## src/rtl/matrix_product_scheduler_if.sv

```systemverilog
// Bundle of the handshake and data signals around matrix_product_scheduler.
// Every channel uses the same strobe/ack handshake. The producer raises stb
// and holds the data stable. The consumer answers with a single-cycle ack.
// The transfer completes on the rising edge where stb and ack are both high.
// The producer drops stb on the following cycle.
// dbg_state mirrors the scheduler FSM state so that checkers can observe it.
interface matrix_product_scheduler_if #(
  parameter int number_of_elements = 4
);
  localparam int N = number_of_elements;

  // operand side
  logic [32*N*N-1:0] a;
  logic [32*N*N-1:0] b;
  logic              a_i_stb;
  logic              b_i_stb;
  logic              a_i_ack;
  logic              b_i_ack;

  // result side
  logic [32*N*N-1:0] out;
  logic              out_o_stb;
  logic              out_o_ack;
  logic              busy;

  // inner-product engine side
  logic [32*N-1:0]   ip_row;
  logic [32*N-1:0]   ip_column;
  logic              ip_row_stb;
  logic              ip_column_stb;
  logic              ip_row_ack;
  logic              ip_column_ack;
  logic [31:0]       ip_out;
  logic              ip_out_stb;
  logic              ip_out_ack;

  // FSM state observation
  logic [2:0]        dbg_state;

  modport slave (
    input  a, b, a_i_stb, b_i_stb, out_o_ack,
    input  ip_row_ack, ip_column_ack, ip_out, ip_out_stb,
    output a_i_ack, b_i_ack, out, out_o_stb, busy,
    output ip_row, ip_column, ip_row_stb, ip_column_stb, ip_out_ack,
    output dbg_state
  );

  modport master (
    output a, b, a_i_stb, b_i_stb, out_o_ack,
    output ip_row_ack, ip_column_ack, ip_out, ip_out_stb,
    input  a_i_ack, b_i_ack, out, out_o_stb, busy,
    input  ip_row, ip_column, ip_row_stb, ip_column_stb, ip_out_ack,
    input  dbg_state
  );
endinterface

```

## src/rtl/matrix_product_scheduler.sv

```systemverilog
// Matrix product scheduler.
// The block latches the A and B operands. It then sends one inner-product job
// per result element C(i,j) to an external engine, in row-major order, and
// collects each result into the output matrix. It presents the finished
// matrix with a strobe and returns to IDLE once the consumer acknowledges it.
module matrix_product_scheduler #(
  parameter int number_of_elements = 4
) (
  input logic                       clk,
  input logic                       rst,
  matrix_product_scheduler_if.slave bus
);
  localparam int N  = number_of_elements;
  localparam int CW = (N > 1) ? $clog2(N) : 1;

  typedef enum logic [2:0] {
    IDLE     = 3'd0,
    LOAD     = 3'd1,
    ISSUE    = 3'd2,
    WAIT_RES = 3'd3,
    STORE    = 3'd4,
    DONE     = 3'd5
  } state_t;

  state_t            state_q;
  logic [32*N*N-1:0] a_q;
  logic [32*N*N-1:0] b_q;
  logic [32*N*N-1:0] c_q;
  logic [CW-1:0]     i_q;
  logic [CW-1:0]     j_q;
  logic [32*N-1:0]   row_q;
  logic [32*N-1:0]   col_q;
  logic              row_stb_q;
  logic              col_stb_q;
  logic              a_ack_q;
  logic              b_ack_q;
  logic              res_ack_q;
  logic              out_stb_q;

  logic [32*N-1:0]   row_d;
  logic [32*N-1:0]   col_d;
  logic              row_hit;
  logic              col_hit;
  logic              row_done;
  logic              col_done;
  logic              last_elem;
  logic              last_col;

  // Select row i of the stored A and column j of the stored B for the next job.
  always_comb begin
    row_d = '0;
    col_d = '0;
    for (int k = 0; k < N; k++) begin
      row_d[32*k +: 32] = a_q[32*(int'(i_q)*N + k) +: 32];
      col_d[32*k +: 32] = b_q[32*(k*N + int'(j_q)) +: 32];
    end
  end

  // A vector handshake is complete once its strobe has dropped or its ack arrives now.
  assign row_hit   = row_stb_q & bus.ip_row_ack;
  assign col_hit   = col_stb_q & bus.ip_column_ack;
  assign row_done  = ~row_stb_q | bus.ip_row_ack;
  assign col_done  = ~col_stb_q | bus.ip_column_ack;
  assign last_col  = (j_q == CW'(N-1));
  assign last_elem = (i_q == CW'(N-1)) && last_col;

  // Scheduler FSM: operand capture, job issue, result collection and output hand-off.
  always_ff @(posedge clk or negedge rst) begin
    if (!rst) begin
      state_q   <= IDLE;
      a_q       <= '0;
      b_q       <= '0;
      c_q       <= '0;
      i_q       <= '0;
      j_q       <= '0;
      row_q     <= '0;
      col_q     <= '0;
      row_stb_q <= 1'b0;
      col_stb_q <= 1'b0;
      a_ack_q   <= 1'b0;
      b_ack_q   <= 1'b0;
      res_ack_q <= 1'b0;
      out_stb_q <= 1'b0;
    end else begin
      a_ack_q   <= 1'b0;
      b_ack_q   <= 1'b0;
      res_ack_q <= 1'b0;
      unique case (state_q)
        IDLE: begin
          // The block accepts operands only when both strobes are high together.
          if (bus.a_i_stb && bus.b_i_stb) begin
            a_q     <= bus.a;
            b_q     <= bus.b;
            a_ack_q <= 1'b1;
            b_ack_q <= 1'b1;
            i_q     <= '0;
            j_q     <= '0;
            state_q <= LOAD;
          end
        end
        LOAD: begin
          row_q     <= row_d;
          col_q     <= col_d;
          row_stb_q <= 1'b1;
          col_stb_q <= 1'b1;
          state_q   <= ISSUE;
        end
        ISSUE: begin
          if (row_hit) row_stb_q <= 1'b0;
          if (col_hit) col_stb_q <= 1'b0;
          if (row_done && col_done) state_q <= WAIT_RES;
        end
        WAIT_RES: begin
          if (bus.ip_out_stb) begin
            c_q[32*(int'(i_q)*N + int'(j_q)) +: 32] <= bus.ip_out;
            res_ack_q <= 1'b1;
            state_q   <= STORE;
          end
        end
        STORE: begin
          if (last_elem) begin
            out_stb_q <= 1'b1;
            state_q   <= DONE;
          end else begin
            if (last_col) begin
              j_q <= '0;
              i_q <= i_q + CW'(1);
            end else begin
              j_q <= j_q + CW'(1);
            end
            state_q <= LOAD;
          end
        end
        DONE: begin
          if (bus.out_o_ack) begin
            out_stb_q <= 1'b0;
            state_q   <= IDLE;
          end
        end
        default: state_q <= IDLE;
      endcase
    end
  end

  assign bus.a_i_ack       = a_ack_q;
  assign bus.b_i_ack       = b_ack_q;
  assign bus.out           = c_q;
  assign bus.out_o_stb     = out_stb_q;
  assign bus.busy          = (state_q != IDLE);
  assign bus.ip_row        = row_q;
  assign bus.ip_column     = col_q;
  assign bus.ip_row_stb    = row_stb_q;
  assign bus.ip_column_stb = col_stb_q;
  assign bus.ip_out_ack    = res_ack_q;
  assign bus.dbg_state     = state_q;
endmodule

```

## src/flat_wrapper.sv

```systemverilog
// flat-port wrapper written by rule: the top's interface ports become plain ports
module matrix_product_scheduler_flat 
#(
  parameter int number_of_elements = 4
)
  (clk, rst, bus_a, bus_b, bus_a_i_stb, bus_b_i_stb, bus_out_o_ack, bus_ip_row_ack, bus_ip_column_ack, bus_ip_out, bus_ip_out_stb, bus_a_i_ack, bus_b_i_ack, bus_out, bus_out_o_stb, bus_busy, bus_ip_row, bus_ip_column, bus_ip_row_stb, bus_ip_column_stb, bus_ip_out_ack, bus_dbg_state);
  matrix_product_scheduler_if #(.number_of_elements(number_of_elements)) bus_i ();
  input logic clk;
  input logic rst;
  input wire logic [$bits(bus_i.a)-1:0] bus_a;
  input wire logic [$bits(bus_i.b)-1:0] bus_b;
  input wire logic [$bits(bus_i.a_i_stb)-1:0] bus_a_i_stb;
  input wire logic [$bits(bus_i.b_i_stb)-1:0] bus_b_i_stb;
  input wire logic [$bits(bus_i.out_o_ack)-1:0] bus_out_o_ack;
  input wire logic [$bits(bus_i.ip_row_ack)-1:0] bus_ip_row_ack;
  input wire logic [$bits(bus_i.ip_column_ack)-1:0] bus_ip_column_ack;
  input wire logic [$bits(bus_i.ip_out)-1:0] bus_ip_out;
  input wire logic [$bits(bus_i.ip_out_stb)-1:0] bus_ip_out_stb;
  output wire logic [$bits(bus_i.a_i_ack)-1:0] bus_a_i_ack;
  output wire logic [$bits(bus_i.b_i_ack)-1:0] bus_b_i_ack;
  output wire logic [$bits(bus_i.out)-1:0] bus_out;
  output wire logic [$bits(bus_i.out_o_stb)-1:0] bus_out_o_stb;
  output wire logic [$bits(bus_i.busy)-1:0] bus_busy;
  output wire logic [$bits(bus_i.ip_row)-1:0] bus_ip_row;
  output wire logic [$bits(bus_i.ip_column)-1:0] bus_ip_column;
  output wire logic [$bits(bus_i.ip_row_stb)-1:0] bus_ip_row_stb;
  output wire logic [$bits(bus_i.ip_column_stb)-1:0] bus_ip_column_stb;
  output wire logic [$bits(bus_i.ip_out_ack)-1:0] bus_ip_out_ack;
  output wire logic [$bits(bus_i.dbg_state)-1:0] bus_dbg_state;
  assign bus_i.a = bus_a;
  assign bus_i.b = bus_b;
  assign bus_i.a_i_stb = bus_a_i_stb;
  assign bus_i.b_i_stb = bus_b_i_stb;
  assign bus_i.out_o_ack = bus_out_o_ack;
  assign bus_i.ip_row_ack = bus_ip_row_ack;
  assign bus_i.ip_column_ack = bus_ip_column_ack;
  assign bus_i.ip_out = bus_ip_out;
  assign bus_i.ip_out_stb = bus_ip_out_stb;
  assign bus_a_i_ack = bus_i.a_i_ack;
  assign bus_b_i_ack = bus_i.b_i_ack;
  assign bus_out = bus_i.out;
  assign bus_out_o_stb = bus_i.out_o_stb;
  assign bus_busy = bus_i.busy;
  assign bus_ip_row = bus_i.ip_row;
  assign bus_ip_column = bus_i.ip_column;
  assign bus_ip_row_stb = bus_i.ip_row_stb;
  assign bus_ip_column_stb = bus_i.ip_column_stb;
  assign bus_ip_out_ack = bus_i.ip_out_ack;
  assign bus_dbg_state = bus_i.dbg_state;
  matrix_product_scheduler #(.number_of_elements(number_of_elements)) u_core (.clk(clk), .rst(rst), .bus(bus_i));
endmodule
```

## config.mk

```make
export PLATFORM = sky130hd
export DESIGN_NAME = matrix_product_scheduler_flat
export DESIGN_NICKNAME = d
export VERILOG_FILES = /design/src/rtl/matrix_product_scheduler_if.sv /design/src/rtl/matrix_product_scheduler.sv /design/src/flat_wrapper.sv
export SDC_FILE = /design/constraint.sdc
export NUM_CORES = 2
export LEC_CHECK = 0
export CORE_AREA = 2 2 717 719
export CTS_CLUSTER_SIZE = 40
export DETAILED_ROUTE_END_ITERATION = 8
export DIE_AREA = 0 0 719 721
export PLACE_DENSITY_LB_ADDON = 0.15
export SLEW_MARGIN = 40
export SYNTH_ARGS = -nofsm -noshare
export SYNTH_HDL_FRONTEND = slang
export SYNTH_SLANG_ARGS = --single-unit
```

## constraint.sdc

```tcl
create_clock -name clk -period 4.9 [get_ports clk]
set_input_delay 0.98 -clock clk [delete_from_list [all_inputs] [get_ports clk]]
set_output_delay 0.98 -clock clk [all_outputs]
set_load 0.005 [all_outputs]
```

; After elaboration in Yosys (flattened, before gate mapping)
; Cells that the tools add are included.
[word_totals]
regBits = 1804
in_bits = 1064
out_inout_bits = 778
elab_cells = 96
[op_classes]
addsub = 10
eq_ne = 16
shift = 10
mux = 25
n_bitwise = 6
n_reduce_logical = 16
[op_table]
columns = cell, n
row1 = $shiftx 512x32->32, 6
row2 = $bwmux 512, 1
row3 = $shift 32x33->512 const A, 1
row4 = $shiftx 32x33->512, 1
row5 = $shiftx 512x10->32, 1
row6 = $shiftx 512x8->32, 1
row7 = $neg 32->33, 1
row8 = $pmux 3 s6, 1
row9 = $mux 3, 5
row10 = $ne 2x1->1 const B, 6
row11 = $add 4x2->5 const A, 2
row12 = $add 4x2->5 const B, 2
row13 = $mux 2, 5
row14 = $mux 1, 8
row15 = $pmux 2 s2, 2
row16 = $reduce_and 2->1, 4
row17 = $reduce_and 4->1, 2
row18 = $eq 3x2->1 const B, 2
row19 = $eq 3x3->1 const B, 2
row20 = $ne 2x2->1 const B, 3
row21 = $pmux 1 s2, 3
row22 = $reduce_and 3->1, 2
row23 = $reduce_bool 2->1, 3
row24 = $add 4x1->5 const B, 1
row25 = other kinds (11), 18

; Logic depth before layout (Yosys ltp)
[depth]
ltp_word = 5
mapped_depth = 14
depth_no_buf = 6

; Worst setup path after synthesis
; OpenSTA, ideal clock, no wires.
[synth_path]
path_type = reg-to-reg
start = reg u_core.j_q[1]
end = reg u_core.c_q[204], in the netlist u_core.bus.out[204]
arrival_time_ns = 3.048
required_ns = 4.775
path_slack_ns = 1.728
stages_incl_launch_ff = 12
path_buffers = 5
path_cell_list = dfrtp_1 -> clkbuf_1 -> clkbuf_1 -> clkbuf_1 -> inv_1 -> ha_1 -> nand2b_1 -> or2_2 -> clkbuf_1 -> nor3_2 -> buf_4 -> mux2_2
[synth_between]
elab_chain_len = 4
word_cells_on_any_way = 5
[synth_lines]
columns = item, line
row1 = from (decl), matrix_product_scheduler.sv:30  ; logic [CW-1:0] j_q;
row2 = from (signal assigned), matrix_product_scheduler.sv:129  ; j_q <= j_q + CW'(1);
row3 = $add 4x2->5 *, matrix_product_scheduler.sv:115  ; c_q[32*(int'(i_q)*N + int'(j_q)) +: 32] <= bus.ip_out;
row4 = $neg 32->33 *, matrix_product_scheduler.sv:115
row5 = $shiftx 32x33->512 / $shift 32x33->512 (equally long branches), matrix_product_scheduler.sv:115
row6 = $bwmux 512 *, matrix_product_scheduler.sv:115
row7 = "to (signal, indexed assignment)", matrix_product_scheduler.sv:115
row8 = to (decl), matrix_product_scheduler.sv:28  ; logic [32*N*N-1:0] c_q;
; Mark *: on every way between the ends. The rest lies on a longest branch, timed or not.
; A chain may end at the register's enable or synchronous reset.

; Final worst setup path
[layout_path]
start = reg u_core.i_q[0]
end = reg u_core.c_q[2], in the netlist u_core.bus.out[2]
[layout_between]
elab_chain_len = 4
word_cells_on_any_way = 5
[layout_lines]
columns = item, line
row1 = from (decl), matrix_product_scheduler.sv:29  ; logic [CW-1:0] i_q;
row2 = from (signal assigned), matrix_product_scheduler.sv:127  ; i_q <= i_q + CW'(1);
row3 = $add 4x2->5 *, matrix_product_scheduler.sv:115
row4 = $neg 32->33 *, matrix_product_scheduler.sv:115
row5 = $shiftx 32x33->512 / $shift 32x33->512 (equally long branches), matrix_product_scheduler.sv:115
row6 = $bwmux 512 *, matrix_product_scheduler.sv:115
; Marks and branches as above.

==> results.py <==
metrics = {
    "run_status": {
        "status": "complete, no violations",
    },
    "worst_setup_path": {
        "path_class": "reg -> reg",
        "crit_fanout": 32,
        "end_kind": "flop",
        "worst_path_max_delay_cell": "dfrtp_4",
        "required_ns": 5.63,
        "crit_buf_inv": 2,
        "cpPeakStageDelay_ns": 0.66,
        "r2r_end": "u_core.bus.out[2]$_DFFE_PN0P_",
        "cp_cell_sequence": "nor3_1 -> ha_1 -> inv_1 -> nand2_1 -> nor4_4 -> buf_4 -> mux2_2",
        "crit_arrival_ns": 4.29,
        "start_kind": "flop",
        "ff2ff_setup_slack_ns": 1.34,
        "path_delay_family": "buffers and inverters",
        "r2r_start": "u_core.i_q[0]$_DFFE_PN0P_",
        "r2r_cells": 7,
    },
    "final_layout": {
        "drive_gt1_share_pct": 31.2,
        "fin_nets": 8027,
        "final_cells": 14000,
        "post-route-util_pct": 21.6,
        "fillers": 54400,
        "area_growth_pct": 46.7,
    },
    "placement": {
        "io_buffers": 1841,
        "dp_hpwl_um": 323000,
        "gp_congestion": 0.801,
        "dpl.cell_count": 13500,
    },
    "logic_synthesis": {
        "synth-main-ff-cell": "dfrtp_1",
        "synthArstFlopShare_pct": 100,
        "synth_top_area_share_pct": 60.0,
        "synth-seq-cells": 1804,
        "synth_edf_count": 0,
        "synth.area.top_cells": "dfrtp_1 (60%), mux2_2 (20%), mux4_2 (7.7%)",
        "postSynthAreaPerCell_um2": 14.7,
        "ys_seq_area_share_pct": 60.0,
        "synth.most_common_cell": "dfrtp_1",
        "syn_area_um2": 75200,
        "syn_nets": 6195,
        "synthCells": 5124,
        "synth_common_cells": "dfrtp_1 (1,804), mux2_2 (1,345), o21ai_0 (417), mux4_2 (256), nand2_1 (244)",
        "yosys.area.top_type": "dfrtp_1",
        "synth_warnings": 0,
        "ys_types": 45,
    },
    "pwr": {
        "switching_share_pct": 32.8,
        "power.switching_uw": 21200,
        "p_comb_share_pct": 33.8,
        "ir_worst_vdd_mv": 0.352,
        "p_int_uw": 43400,
        "p_seq_share_pct": 38.3,
        "power_per_cell_area_nw_per_um2": 585,
        "p_leak_uw": 0.0451,
        "p_clk_share_pct": 27.9,
    },
    "cts": {
        "cts_buffers": 239,
        "clk_root_buffer_cell": "clkbuf_16",
        "cts.reportedPaths.clkPinSlew_ns": 0.06,
        "insertion_delay_ns": 0.96,
        "cts.sinks": 1804,
        "clk_path_buf_depth": 4,
        "cts_tree": "built",
        "cts_resized": 0,
        "cts_setup_buffers": 0,
        "cts.htree.levels": 4,
    },
    "sta": {
        "slew_headroom_pct": 34.4,
        "fin_skew_ns": 0.0854,
        "fmax_ghz": 0.281,
        "setup_viol": 0,
        "finalHoldViolCount": 0,
        "drv_slew": 0,
        "tns_ns": 0,
        "rsz0062_at_grt": "no",
        "fin_crit_ns": 3.56,
        "fin_crit_sh_pct": 72.6,
        "worstMarginPinSlew_ns": 0.984,
    },
    "routing": {
        "routed_wl_um": 418000,
        "drt-met1-wl_um": 156000,
        "num_vias": 52800,
        "post-route-drc-count": 0,
        "wl_met2_um": 216000,
        "wl_met3_um": 31400,
        "drt_iter0_drc": 2658,
        "ant_nets": 0,
        "highest_layer": "met5",
        "viasPerCell": 3.78,
        "dr.pass1.iters": 5,
        "wl_per_cell_um": 29.9,
    },
    "hold_path": {
        "min_from": "u_core.bus.out[274]$_DFFE_PN0P_",
        "worstHoldPathType": "reg -> reg",
        "worstHoldPathCells": 1,
        "holdPathEnd": "u_core.bus.out[274]$_DFFE_PN0P_",
    },
    "floorplanning": {
        "start_util_pct": 14.7,
        "core_area_um2": 511000,
        "num_rows": 263,
        "io_pins": 1842,
        "fp.dieH_um": 721,
        "die_area_um2": 518000,
        "die-width_um": 719,
    },
    "global_routing": {
        "grt_pass1_vias": 55700,
        "grt_max_degree": 135,
        "antenna_found_initial": 329,
        "grt_pass1_wl_um": 551000,
        "gr-total-overflow": 0,
        "grt_util_all_layers_pct": 15.6,
    },
    "run": {
        "cap_violations": 0,
    },
}
==> cell usage in the layout (no fill, tap or decap), types with 53 or more instances in the layout <==
master | synthesis | final
nand2_1 | 244 | 239
and3_1 | 65 | 65
dfrtp_1 | 1804 | 1800
mux4_2 | 256 | 256
clkdlybuf4s50_1 | 0 | 1816
mux2_2 | 1345 | 1345
a21o_1 | 112 | 112
o21ai_0 | 417 | 417
inv_1 | 136 | 136
diode_2 | 0 | 73
nor3_1 | 61 | 53
clkbuf_8 | 0 | 64
clkbuf_16 | 0 | 240
buf_4 | 10 | 104
==> stage by stage <==
stage	setup WS, ns	instance area (um2)	power [uW]	hold WS, ns
floorplan	1.73	75200	35000	0.473
global placement	1.04	102000	47000	0.461
detailed placement	1.10	102000	47500	0.466
CTS	1.27	110000	66100	0.398
global route	1.11	110000	68200	0.440
finish	1.34	110000	64600	0.476
==> cell families (layout without fill, tap and decap cells) <==
logic type               count (synthesis)  in the layout  synth area share (%)
AO/OA/AOI/OAI                          556            556                  4.10
XOR/XNOR                                 2              2                0.0732
adder cells (fa/ha/maj)                  7              7                 0.116
buffers and inverters                  538           2555                  3.08
flip-flops                            1804           1804                  60.0
multiplexers                          1682           1682                  29.1
other                                    0             73                     0
AND/OR/NAND/NOR                        535            535                  3.52
==> final cells by class <==
cell class / instances / area (um2) / area share, %
diodes: 73 / 183 / 0.166
clock buffers: 356 / 7080 / 6.42
clock inverters: 70 / 822 / 0.745
inverters: 137 / 514 / 0.466
multi-input cells: 2782 / 27900 / 25.3
flip-flops and latches: 1804 / 45200 / 40.9
well taps: 6757 / 8450 / 7.67
repair buffers: 1992 / 20100 / 18.3
==> metal layers <==
metal  track usage [%]  vias to the layer above
li1                  -                    22200
met3              5.14                      835
met1              17.3                    27600
met5                 0                        -
met2              28.5                     2044
met4              3.97                      152
==> worst register-to-register path, delay by kind of cell (launching register included) <==
family / cells / cell delay, ns
flops: 1 / 0.66
simple gates: 3 / 0.68
mux: 1 / 0.55
fa+ha+maj: 1 / 0.40
buf+inv: 2 / 1.12
==> power groups by stage <==
stage	Combinational (uW)	Clock, uW	Sequential, uW
after detailed placement	22400	0	25100
after floorplan	11700	0	23300
final	21800	18000	24800
after CTS	22500	18700	24900
after global routing	23400	19200	25500
after global placement	22100	0	24900
==> registers in the layout, indices dropped and copies added, names as in the netlist, 2 cells and up <==
signal,cells
u_core.a_q,512
u_core.b_q,512
u_core.bus.out,512
u_core.bus.ip_column,128
u_core.bus.ip_row,128
u_core.bus.dbg_state,3
u_core.i_q,2
u_core.j_q,2
==> what timing repair did <==
action,in CTS,in global routing
endpoints found under the hold margin,2,0
setup endpoints to repair,0,0
hold buffers,1,0
==> how the worst max path moves through the flow <==
| stage | slack (ns) | startpoint | endpoint | depth (start not counted) |
|---|---|---|---|---|
| floorplan | 1.73 | u_core.j_q[1]$_DFFE_PN0P_ | u_core.bus.out[204]$_DFFE_PN0P_ | 11 |
| global placement | 1.04 | u_core.i_q[0]$_DFFE_PN0P_ | u_core.bus.out[73]$_DFFE_PN0P_ | 7 |
| global route | 1.11 | u_core.i_q[0]$_DFFE_PN0P_ | u_core.bus.out[408]$_DFFE_PN0P_ | 8 |
| CTS | 1.27 | u_core.i_q[0]$_DFFE_PN0P_ | u_core.bus.out[503]$_DFFE_PN0P_ | 7 |
| finish | 1.34 | u_core.i_q[0]$_DFFE_PN0P_ | u_core.bus.out[2]$_DFFE_PN0P_ | 7 |
| detailed placement | 1.10 | bus_b_i_stb | u_core.a_q[266]$_DFFE_PN0P_ | 6 |
Power figures use the tool's default switching activity.
